--- src/rtl/systolic_feeder_if.sv ---
// rtl/systolic_feeder_if.sv - matrix row write bus into systolic_feeder
interface systolic_feeder_if #(
  parameter int DATA_W = 32
);
  logic                wr_en_i;
  logic                wr_sel_i;
  logic [1:0]          wr_row_i;
  logic [4*DATA_W-1:0] wr_data_i;

  modport master (output wr_en_i, wr_sel_i, wr_row_i, wr_data_i);
  modport slave  (input  wr_en_i, wr_sel_i, wr_row_i, wr_data_i);
endinterface

--- src/rtl/systolic_feeder.sv ---
// rtl/systolic_feeder.sv - skewed operand feeder for the 4x4 systolic array (option: SYSTOLIC_FEEDER_TRANSPOSE_B_EN)
module systolic_feeder #(
  parameter int DATA_W    = 32,
  parameter int DRAIN_CYC = 7
) (
  input  logic              clk_i,
  input  logic              rst_i,
  systolic_feeder_if.slave  wr_bus,
  input  logic              start_i,
  output logic              busy_o,
  output logic              done_o,
  output logic [DATA_W-1:0] left_o_0,
  output logic [DATA_W-1:0] left_o_4,
  output logic [DATA_W-1:0] left_o_8,
  output logic [DATA_W-1:0] left_o_12,
  output logic [DATA_W-1:0] up_o_0,
  output logic [DATA_W-1:0] up_o_1,
  output logic [DATA_W-1:0] up_o_2,
  output logic [DATA_W-1:0] up_o_3
);

  localparam logic [3:0] LAST_STEP = 4'd9;   // 3N-2 steps, k = 0..9
  localparam int         CNT_W     = (DRAIN_CYC > 1) ? $clog2(DRAIN_CYC) : 1;
  localparam logic [CNT_W-1:0] LAST_DRAIN = CNT_W'(DRAIN_CYC - 1);

  typedef enum logic [1:0] {IDLE, STREAM, DRAIN, DONE} state_t;

  state_t            state_q, state_d;
  logic [3:0]        k_q, k_d;
  logic [CNT_W-1:0]  drain_q, drain_d;
  logic              busy_d, done_d;

  logic [DATA_W-1:0] mat_a [4][4];
  logic [DATA_W-1:0] mat_b [4][4];

  logic [DATA_W-1:0] left_q [4];
  logic [DATA_W-1:0] up_q   [4];
  logic [DATA_W-1:0] left_d [4];
  logic [DATA_W-1:0] up_d   [4];

  logic              load_en;
  logic [3:0]        step;
  logic [3:0]        left_idx [4];
  logic [3:0]        up_idx   [4];
  logic              wr_accept;

  // Writes only land while idle and not being pre-empted by a start.
  assign wr_accept = (state_q == IDLE) && !start_i && wr_bus.wr_en_i;

  assign left_o_0  = left_q[0];
  assign left_o_4  = left_q[1];
  assign left_o_8  = left_q[2];
  assign left_o_12 = left_q[3];
  assign up_o_0    = up_q[0];
  assign up_o_1    = up_q[1];
  assign up_o_2    = up_q[2];
  assign up_o_3    = up_q[3];

  // Operand storage: one row (or B column in transpose mode) per accepted write.
  always_ff @(posedge clk_i) begin
    if (rst_i) begin
      for (int i = 0; i < 4; i++) begin
        for (int j = 0; j < 4; j++) begin
          mat_a[i][j] <= '0;
          mat_b[i][j] <= '0;
        end
      end
    end else if (wr_accept) begin
      for (int j = 0; j < 4; j++) begin
        if (!wr_bus.wr_sel_i) begin
          mat_a[wr_bus.wr_row_i][j] <= wr_bus.wr_data_i[j*DATA_W +: DATA_W];
        end else begin
`ifdef SYSTOLIC_FEEDER_TRANSPOSE_B_EN
          mat_b[j][wr_bus.wr_row_i] <= wr_bus.wr_data_i[j*DATA_W +: DATA_W];
`else
          mat_b[wr_bus.wr_row_i][j] <= wr_bus.wr_data_i[j*DATA_W +: DATA_W];
`endif
        end
      end
    end
  end

  // State register plus the registered status and wavefront outputs.
  always_ff @(posedge clk_i) begin
    if (rst_i) begin
      state_q <= IDLE;
      k_q     <= '0;
      drain_q <= '0;
      busy_o  <= 1'b0;
      done_o  <= 1'b0;
      for (int i = 0; i < 4; i++) begin
        left_q[i] <= '0;
        up_q[i]   <= '0;
      end
    end else begin
      state_q <= state_d;
      k_q     <= k_d;
      drain_q <= drain_d;
      busy_o  <= busy_d;
      done_o  <= done_d;
      for (int i = 0; i < 4; i++) begin
        left_q[i] <= left_d[i];
        up_q[i]   <= up_d[i];
      end
    end
  end

  // Next-state logic: step counter walks the wavefronts, drain counter waits out the array.
  always_comb begin
    state_d = state_q;
    k_d     = k_q;
    drain_d = drain_q;
    case (state_q)
      IDLE: begin
        if (start_i) begin
          state_d = STREAM;
          k_d     = '0;
        end
      end
      STREAM: begin
        if (k_q == LAST_STEP) begin
          state_d = DRAIN;
          drain_d = '0;
        end else begin
          k_d = k_q + 4'd1;
        end
      end
      DRAIN: begin
        if (drain_q == LAST_DRAIN) begin
          state_d = DONE;
        end else begin
          drain_d = drain_q + CNT_W'(1);
        end
      end
      DONE: begin
        state_d = IDLE;
      end
      default: state_d = IDLE;
    endcase
  end

  // Output logic: pick the step whose skewed values load at this edge, zero elsewhere.
  always_comb begin
    busy_d  = busy_o;
    done_d  = 1'b0;
    load_en = 1'b0;
    step    = '0;
    case (state_q)
      IDLE: begin
        if (start_i) begin
          busy_d  = 1'b1;
          load_en = 1'b1;
          step    = '0;
        end
      end
      STREAM: begin
        if (k_q != LAST_STEP) begin
          load_en = 1'b1;
          step    = k_q + 4'd1;
        end
      end
      DRAIN: begin
        if (drain_q == LAST_DRAIN) begin
          done_d = 1'b1;
        end
      end
      DONE: begin
        busy_d = 1'b0;
      end
      default: busy_d = 1'b0;
    endcase

    for (int r = 0; r < 4; r++) begin
      left_idx[r] = step - 4'(r);
      up_idx[r]   = step - 4'(r);
      left_d[r]   = (load_en && (step >= 4'(r)) && (left_idx[r] <= 4'd3))
                    ? mat_a[r][left_idx[r][1:0]] : '0;
      up_d[r]     = (load_en && (step >= 4'(r)) && (up_idx[r] <= 4'd3))
                    ? mat_b[up_idx[r][1:0]][r] : '0;
    end
  end

endmodule

--- src/flat_wrapper.sv ---
// flat-port wrapper written by rule: the top's interface ports become plain ports
module systolic_feeder_flat 
#(
  parameter int DATA_W    = 32,
  parameter int DRAIN_CYC = 7
)
  (clk_i, rst_i, start_i, busy_o, done_o, left_o_0, left_o_4, left_o_8, left_o_12, up_o_0, up_o_1, up_o_2, up_o_3, wr_bus_wr_en_i, wr_bus_wr_sel_i, wr_bus_wr_row_i, wr_bus_wr_data_i);
  systolic_feeder_if #(.DATA_W(DATA_W)) wr_bus_i ();
  input  logic clk_i;
  input  logic rst_i;
  input  logic start_i;
  output logic busy_o;
  output logic done_o;
  output logic [DATA_W-1:0] left_o_0;
  output logic [DATA_W-1:0] left_o_4;
  output logic [DATA_W-1:0] left_o_8;
  output logic [DATA_W-1:0] left_o_12;
  output logic [DATA_W-1:0] up_o_0;
  output logic [DATA_W-1:0] up_o_1;
  output logic [DATA_W-1:0] up_o_2;
  output logic [DATA_W-1:0] up_o_3;
  input wire logic [$bits(wr_bus_i.wr_en_i)-1:0] wr_bus_wr_en_i;
  input wire logic [$bits(wr_bus_i.wr_sel_i)-1:0] wr_bus_wr_sel_i;
  input wire logic [$bits(wr_bus_i.wr_row_i)-1:0] wr_bus_wr_row_i;
  input wire logic [$bits(wr_bus_i.wr_data_i)-1:0] wr_bus_wr_data_i;
  assign wr_bus_i.wr_en_i = wr_bus_wr_en_i;
  assign wr_bus_i.wr_sel_i = wr_bus_wr_sel_i;
  assign wr_bus_i.wr_row_i = wr_bus_wr_row_i;
  assign wr_bus_i.wr_data_i = wr_bus_wr_data_i;
  systolic_feeder #(.DATA_W(DATA_W), .DRAIN_CYC(DRAIN_CYC)) u_core (.clk_i(clk_i), .rst_i(rst_i), .wr_bus(wr_bus_i), .start_i(start_i), .busy_o(busy_o), .done_o(done_o), .left_o_0(left_o_0), .left_o_4(left_o_4), .left_o_8(left_o_8), .left_o_12(left_o_12), .up_o_0(up_o_0), .up_o_1(up_o_1), .up_o_2(up_o_2), .up_o_3(up_o_3));
endmodule
--- config.mk ---
export PLATFORM = sky130hd
export DESIGN_NAME = systolic_feeder_flat
export DESIGN_NICKNAME = d
export VERILOG_FILES = /design/src/rtl/systolic_feeder_if.sv /design/src/rtl/systolic_feeder.sv /design/src/flat_wrapper.sv
export SDC_FILE = /design/constraint.sdc
export NUM_CORES = 2
export LEC_CHECK = 0
export ABC_CLOCK_PERIOD_IN_PS = 4050
export CORE_MARGIN = 1
export CORE_UTILIZATION = 25
export DETAILED_ROUTE_END_ITERATION = 12
export GPL_TIMING_DRIVEN = 0
export PLACE_DENSITY_LB_ADDON = 0.25
export RECOVER_POWER = 50
export SETUP_SLACK_MARGIN = 0.15
export SYNTH_ARGS = -nofsm -noshare
export SYNTH_HDL_FRONTEND = slang
export SYNTH_SLANG_ARGS = --single-unit
--- constraint.sdc ---
create_clock -name clk_i -period 4.05 [get_ports clk_i]
set_input_delay 0.6075 -clock clk_i [delete_from_list [all_inputs] [get_ports clk_i]]
set_output_delay 0.6075 -clock clk_i [all_outputs]
set_load 0.02 [all_outputs]
Yosys cells after proc, flatten, opt, wreduce, memory -nomap -nowiden
Memories as Yosys holds them, arrays and structs flattened.
Index checks and enable logic that the tools add are counted.
- register bits after elaboration: 11
- memory bits (writable): 1280
- input port bits: 135
- output and inout bits: 258
- word-level logic and storage cells: 135
- memories kept: 4
- add/sub/neg operators: 5
- order comparisons: 12
- equal/unequal tests: 11
- mux-type cells: 63
- bitwise operators: 13
- reduce and logical (&&, ||, !) cells: 22
- memories (name ; depth ; width ; rd ports ; clocked after memory_dff ; write ports ; RTL line ; source):
    u_core.mat_a ; 4 ; 128 ; 4 ; 0 ; 4 ; systolic_feeder.sv:33 ; logic [DATA_W-1:0] mat_a [4][4];
    u_core.mat_b ; 4 ; 128 ; 4 ; 0 ; 4 ; systolic_feeder.sv:34 ; logic [DATA_W-1:0] mat_b [4][4];
    u_core.left_q ; 4 ; 32 ; 4 ; 0 ; 4 ; systolic_feeder.sv:36 ; logic [DATA_W-1:0] left_q [4];
    u_core.up_q ; 4 ; 32 ; 4 ; 0 ; 4 ; systolic_feeder.sv:37 ; logic [DATA_W-1:0] up_q [4];
- operators by type and width (kind ; count):
    $mux 32 ; 24
    $bmux 32 s2 ; 4
    $mux 128 ; 2
    $reduce_or 128->1 ; 2
    $mux 1 ; 17
    $le 4x2->1 const B ; 4
    $mux 4 ; 4
    $ge 3x3->1 const B ; 4
    $not 2->3 ; 4
    $logic_and 1x1->1 ; 10
    $mux 2 ; 5
    $reduce_and 3->1 ; 3
    $ge 4x1->1 const B ; 2
    $ge 4x2->1 const B ; 2
    $or 1x1->1 ; 8
    $pmux 2 s4 ; 1
    $pmux 4 s2 ; 1
    $sub 4x2->4 const B ; 2
    $mux 3 ; 2
    $ne 2x2->1 const B ; 3
    $pmux 3 s2 ; 1
    $reduce_bool 2->1 ; 3
    $add 4x1->4 const B ; 1
    $eq 2x2->1 const B ; 2
    13 further kinds ; 15

Depth between registers and ports, before layout
- depth after elaboration: 10
- depth in mapped cells: 15
- depth with buffers taken out: 11

Worst setup path before layout
No wires, ideal clock.
- path kind: input to register
- from: input start_i
- to: memory u_core.mat_a[0][0] (netlist bit) (enable)
- library setup time: 0.433 ns
- arrival time: 3.377 ns
- required time: 3.617 ns
- path slack: 0.239 ns
- stages on the path: 5
- buffers on the path: 1
- path through: nand2b_1 -> or4b_4 -> nor3_1 -> clkbuf_1 -> or2_2
- RTL lines (what ; RTL line ; source):
    start, declared ; flat_wrapper.sv:11 ; input logic start_i;
    end, declared ; systolic_feeder.sv:33 ;

==> results.txt <==
Drt initial violations - 3168
DR pass1 iterations - 5
Clock Sink Count - 1291
RSZ-0062 raised after global routing - no
Hold buffers post-CTS - 0
Initial antenna violation count - 44
Post-synthesis mux area share - 5.58%
FF-to-FF path depth - 9
Most used cell, CP - clkbuf_1
Clock buffer depth - 3
CTS root buffer - clkbuf_16
Syn nets - 3811
Fin crit period - 3.90 ns
Post-Synth Adder-Cell Area - 0.335%
First-pass GRT wire length - 264 mm
Min Hold Slack - 0.501 ns
Dpl cells - 6863
Max VDD drop - 0.523 mV
Clock power frac - 39.3%
Post-synth EDFFs - 1024
Final Hold Viols - 0
Max-Slew Margin vs Limit - 5.26%
Die area - 211000 um^2
Post-Syn Area - 52300 um^2
GRT busiest layer - met2
Starting Density - 25.2%
Reg power frac - 41.5%
Total CTS buffers - 154
Pwr/cell area - 548 nW/um^2
Row count - 167
Post-route ant nets - 0
Width of the chip - 459 um
Seq cells post-synth - 1291
# fillers - 20600
Worst Hold Class - reg2reg
H-tree Lvls - 4
Drt via density - 4.49
Warnings, synthesis - 0
Peak per-stage delay on the critical path - 0.74 ns
Synth async-reset ratio - 0%
Sequential area share after synthesis - 69.1%
Met3 usage - 3.63%
Simple-Gate Fraction of Synth Area - 18.9%
Synth cell types - 54
Type of element launching the critical path - register
GRT met1 Usage - 24.5%
CTS tree - done
Maxcap violations - 0
Reg2reg end - u_core.up_q[0][0]
Routed WL - 194 mm
Reg2reg start - u_core.k_q[1]
Pwr Total - 36.4 mW
Clock transition at the registers of the reported paths - 0.06 ns
Core area - 207000 um^2
Leak Pwr - 24.1 nW
Vias - 32200
Setup-failing EPs final - 0
Most frequent cells in the layout - edfxtp_1 (1024), and2_1 (743), nand2_1 (398), and2_0 (341), dfxtp_1 (266)
Skew-Pair Late Insertion Delay - 0.81 ns
Wire per inst - 27.1 um
Clk_skew - 0.0471 ns
Largest net degree at the start of global routing - 63
Critical-path maximum fanout - 10
FMAX - 256 MHz
Final non-filler cell total - 7180
Grt met2 use - 29.0%
Crit Path Class - reg2reg
Fin crit share - 96.4%
NetSw - 10.7 mW
Hold endpoint - u_core.drain_q[0]
Total Routing Usage GR - 18.2%
Status - complete, no violations
Flop2flop setup slack - 0.15 ns
Port Buffers - 392
WHS Path Cells - 2
Layout cells sized above 1 - 13.4%
Die height - 459 um
Vias in the first global route - 32000
Routability cong. - 0.825
Syn Area/Cell - 14.3 um^2
Comb power frac - 19.2%
Internal Pwr Total - 25.7 mW
Post-Synth XOR/XNOR Area - 0%
Boundary Pins - 393
Worst EP required - 4.60 ns
Complex-gate fraction of the synthesized area - 3.93%
Syn Inst Count - 3662
CP max stage cell - clkbuf_1
Main synth FF type - edfxtp_1
Largest family of logic cells by synthesized area - simple AND/OR/NAND/NOR gates
Area Overhead vs Synth - 27.0%
Hold path startpoint - u_core.drain_q[0]
Cells along the critical path - inv_1 > ha_1 > and3b_1 > buf_4 > nor3b_4 > clkbuf_1 > buf_2 > clkbuf_1 > a211oi_1
CP Data Arrival Time - 4.46 ns
Sw Share - 29.4%
Net count reported at finish - 4399
Overflow after GRT - 0
Crit end category - register
Max Slew Vio Count - 0
Drt drc - 0
Least-Margin Pin Slew - 1.42 ns
Commonest non-fill, non-tap cell in the layout - edfxtp_1
Post-DP HPWL - 138 mm
-- synth_stat cells (10+ instances only) --
| cell | count | area [um^2] |
|---|---|---|
| a211oi_1 | 64 | 480 |
| a311oi_2 | 61 | 916 |
| and2_1 | 1088 | 6810 |
| and3_1 | 131 | 820 |
| buf_2 | 33 | 165 |
| buf_4 | 10 | 75.1 |
| clkbuf_1 | 199 | 747 |
| dfxtp_1 | 267 | 5350 |
| edfxtp_1 | 1024 | 30700 |
| ha_1 | 14 | 175 |
| mux4_2 | 128 | 2880 |
| nand2_1 | 398 | 1490 |
| nor2_1 | 16 | 60.1 |
| nor2b_1 | 68 | 425 |
| o22ai_1 | 65 | 407 |
-- routing by layer --
layer	up-vias	share of wire, %
li1	14200	-
met1	16500	43
met2	1224	47
met3	254	7.2
met4	14	3.4
met5	-	0.051
-- sequential cells by signal (all words and copies together) (netlist names) --
signal,count
u_core.busy_o,1
u_core.mat_b,512
u_core.done_o,1
u_core.up_q,128
u_core.k_q,4
u_core.left_q,128
u_core.mat_a,512
u_core.state_q,2
u_core.drain_q,3
-- power by group through the flow --
stage	logic (mW)	clock network, mW	registers, mW
6_report	6.99	14.3	15.1
5_1_grt	7.35	15.1	15.1
4_1_cts	7.09	14.6	15.1
3_5_place_dp	6.88	0	15.4
3_3_place_gp	6.79	0	15.4
2_1_floorplan	3.51	0	15.5
-- logic make-up (layout without fill, tap and decap cells) --
logic type,after synthesis,count (layout)
mux,131,131
simple gates,1740,1742
compound gates,223,223
buf+inv,263,976
fa+ha+maj,14,14
flops,1291,1291
other cells,0,15
-- how the worst max path moves through the flow --
| stage | start | endpoint | cells after the start |
|---|---|---|---|
| finish | u_core.k_q[1] | u_core.up_q[0][0] | 9 |
| global route | u_core.state_q[0] | u_core.mat_a[1][16] | 8 |
| CTS | u_core.k_q[1] | u_core.up_q[2][18] | 13 |
| detailed placement | u_core.k_q[1] | u_core.left_q[3][13] | 12 |
| global placement | start_i | u_core.mat_b[0][26] | 6 |
| floorplan | start_i | u_core.mat_a[0][0] | 5 |
-- layout make-up --
| class | count | area [um^2] | area share, % |
|---|---|---|---|
| clock inverters | 58 | 758 | 1.14 |
| clock buffers | 225 | 4480 | 6.75 |
| well taps | 2788 | 3490 | 5.26 |
| diodes | 15 | 37.5 | 0.0566 |
| plain buffers | 256 | 1280 | 1.93 |
| flip-flops and latches | 1291 | 36100 | 54.4 |
| inverters | 7 | 26.3 | 0.0396 |
| repair buffers | 430 | 4620 | 6.96 |
| multi-input cells | 2110 | 15600 | 23.4 |
-- what timing repair did --
| item | 4_1_cts | 5_1_grt |
|---|---|---|
| endpoints found under the setup margin | 403 | 184 |
| gates resized for setup | 137 | 9 |
| gates cloned | 2 | 0 |
| pin swaps | 2 | 2 |
| setup buffers | 5 | 12 |
-- metrics by stage --
stage	instance area (um^2)	setup slack [ns]	util, %	setup TNS (ns)
after global placement	59700	-2.68	28.8	-2541.95
after CTS	66200	0.107	31.9	0
after global routing	66300	0.0819	32.0	0
after floorplan	52300	0.239	-	0
after detailed placement	60200	-1.69	29.0	-323.18
final	66300	0.146	32.0	0
-- worst max-delay path, delay by kind of cell (launching register included) --
| family | cells | cell delay [ns] |
|---|---|---|
| buf+inv | 5 | 1.95 |
| simple gates | 2 | 0.55 |
| compound gates | 1 | 0.45 |
| flops | 1 | 0.41 |
| fa+ha+maj | 1 | 0.25 |
(Power assumes the default switching activity.)
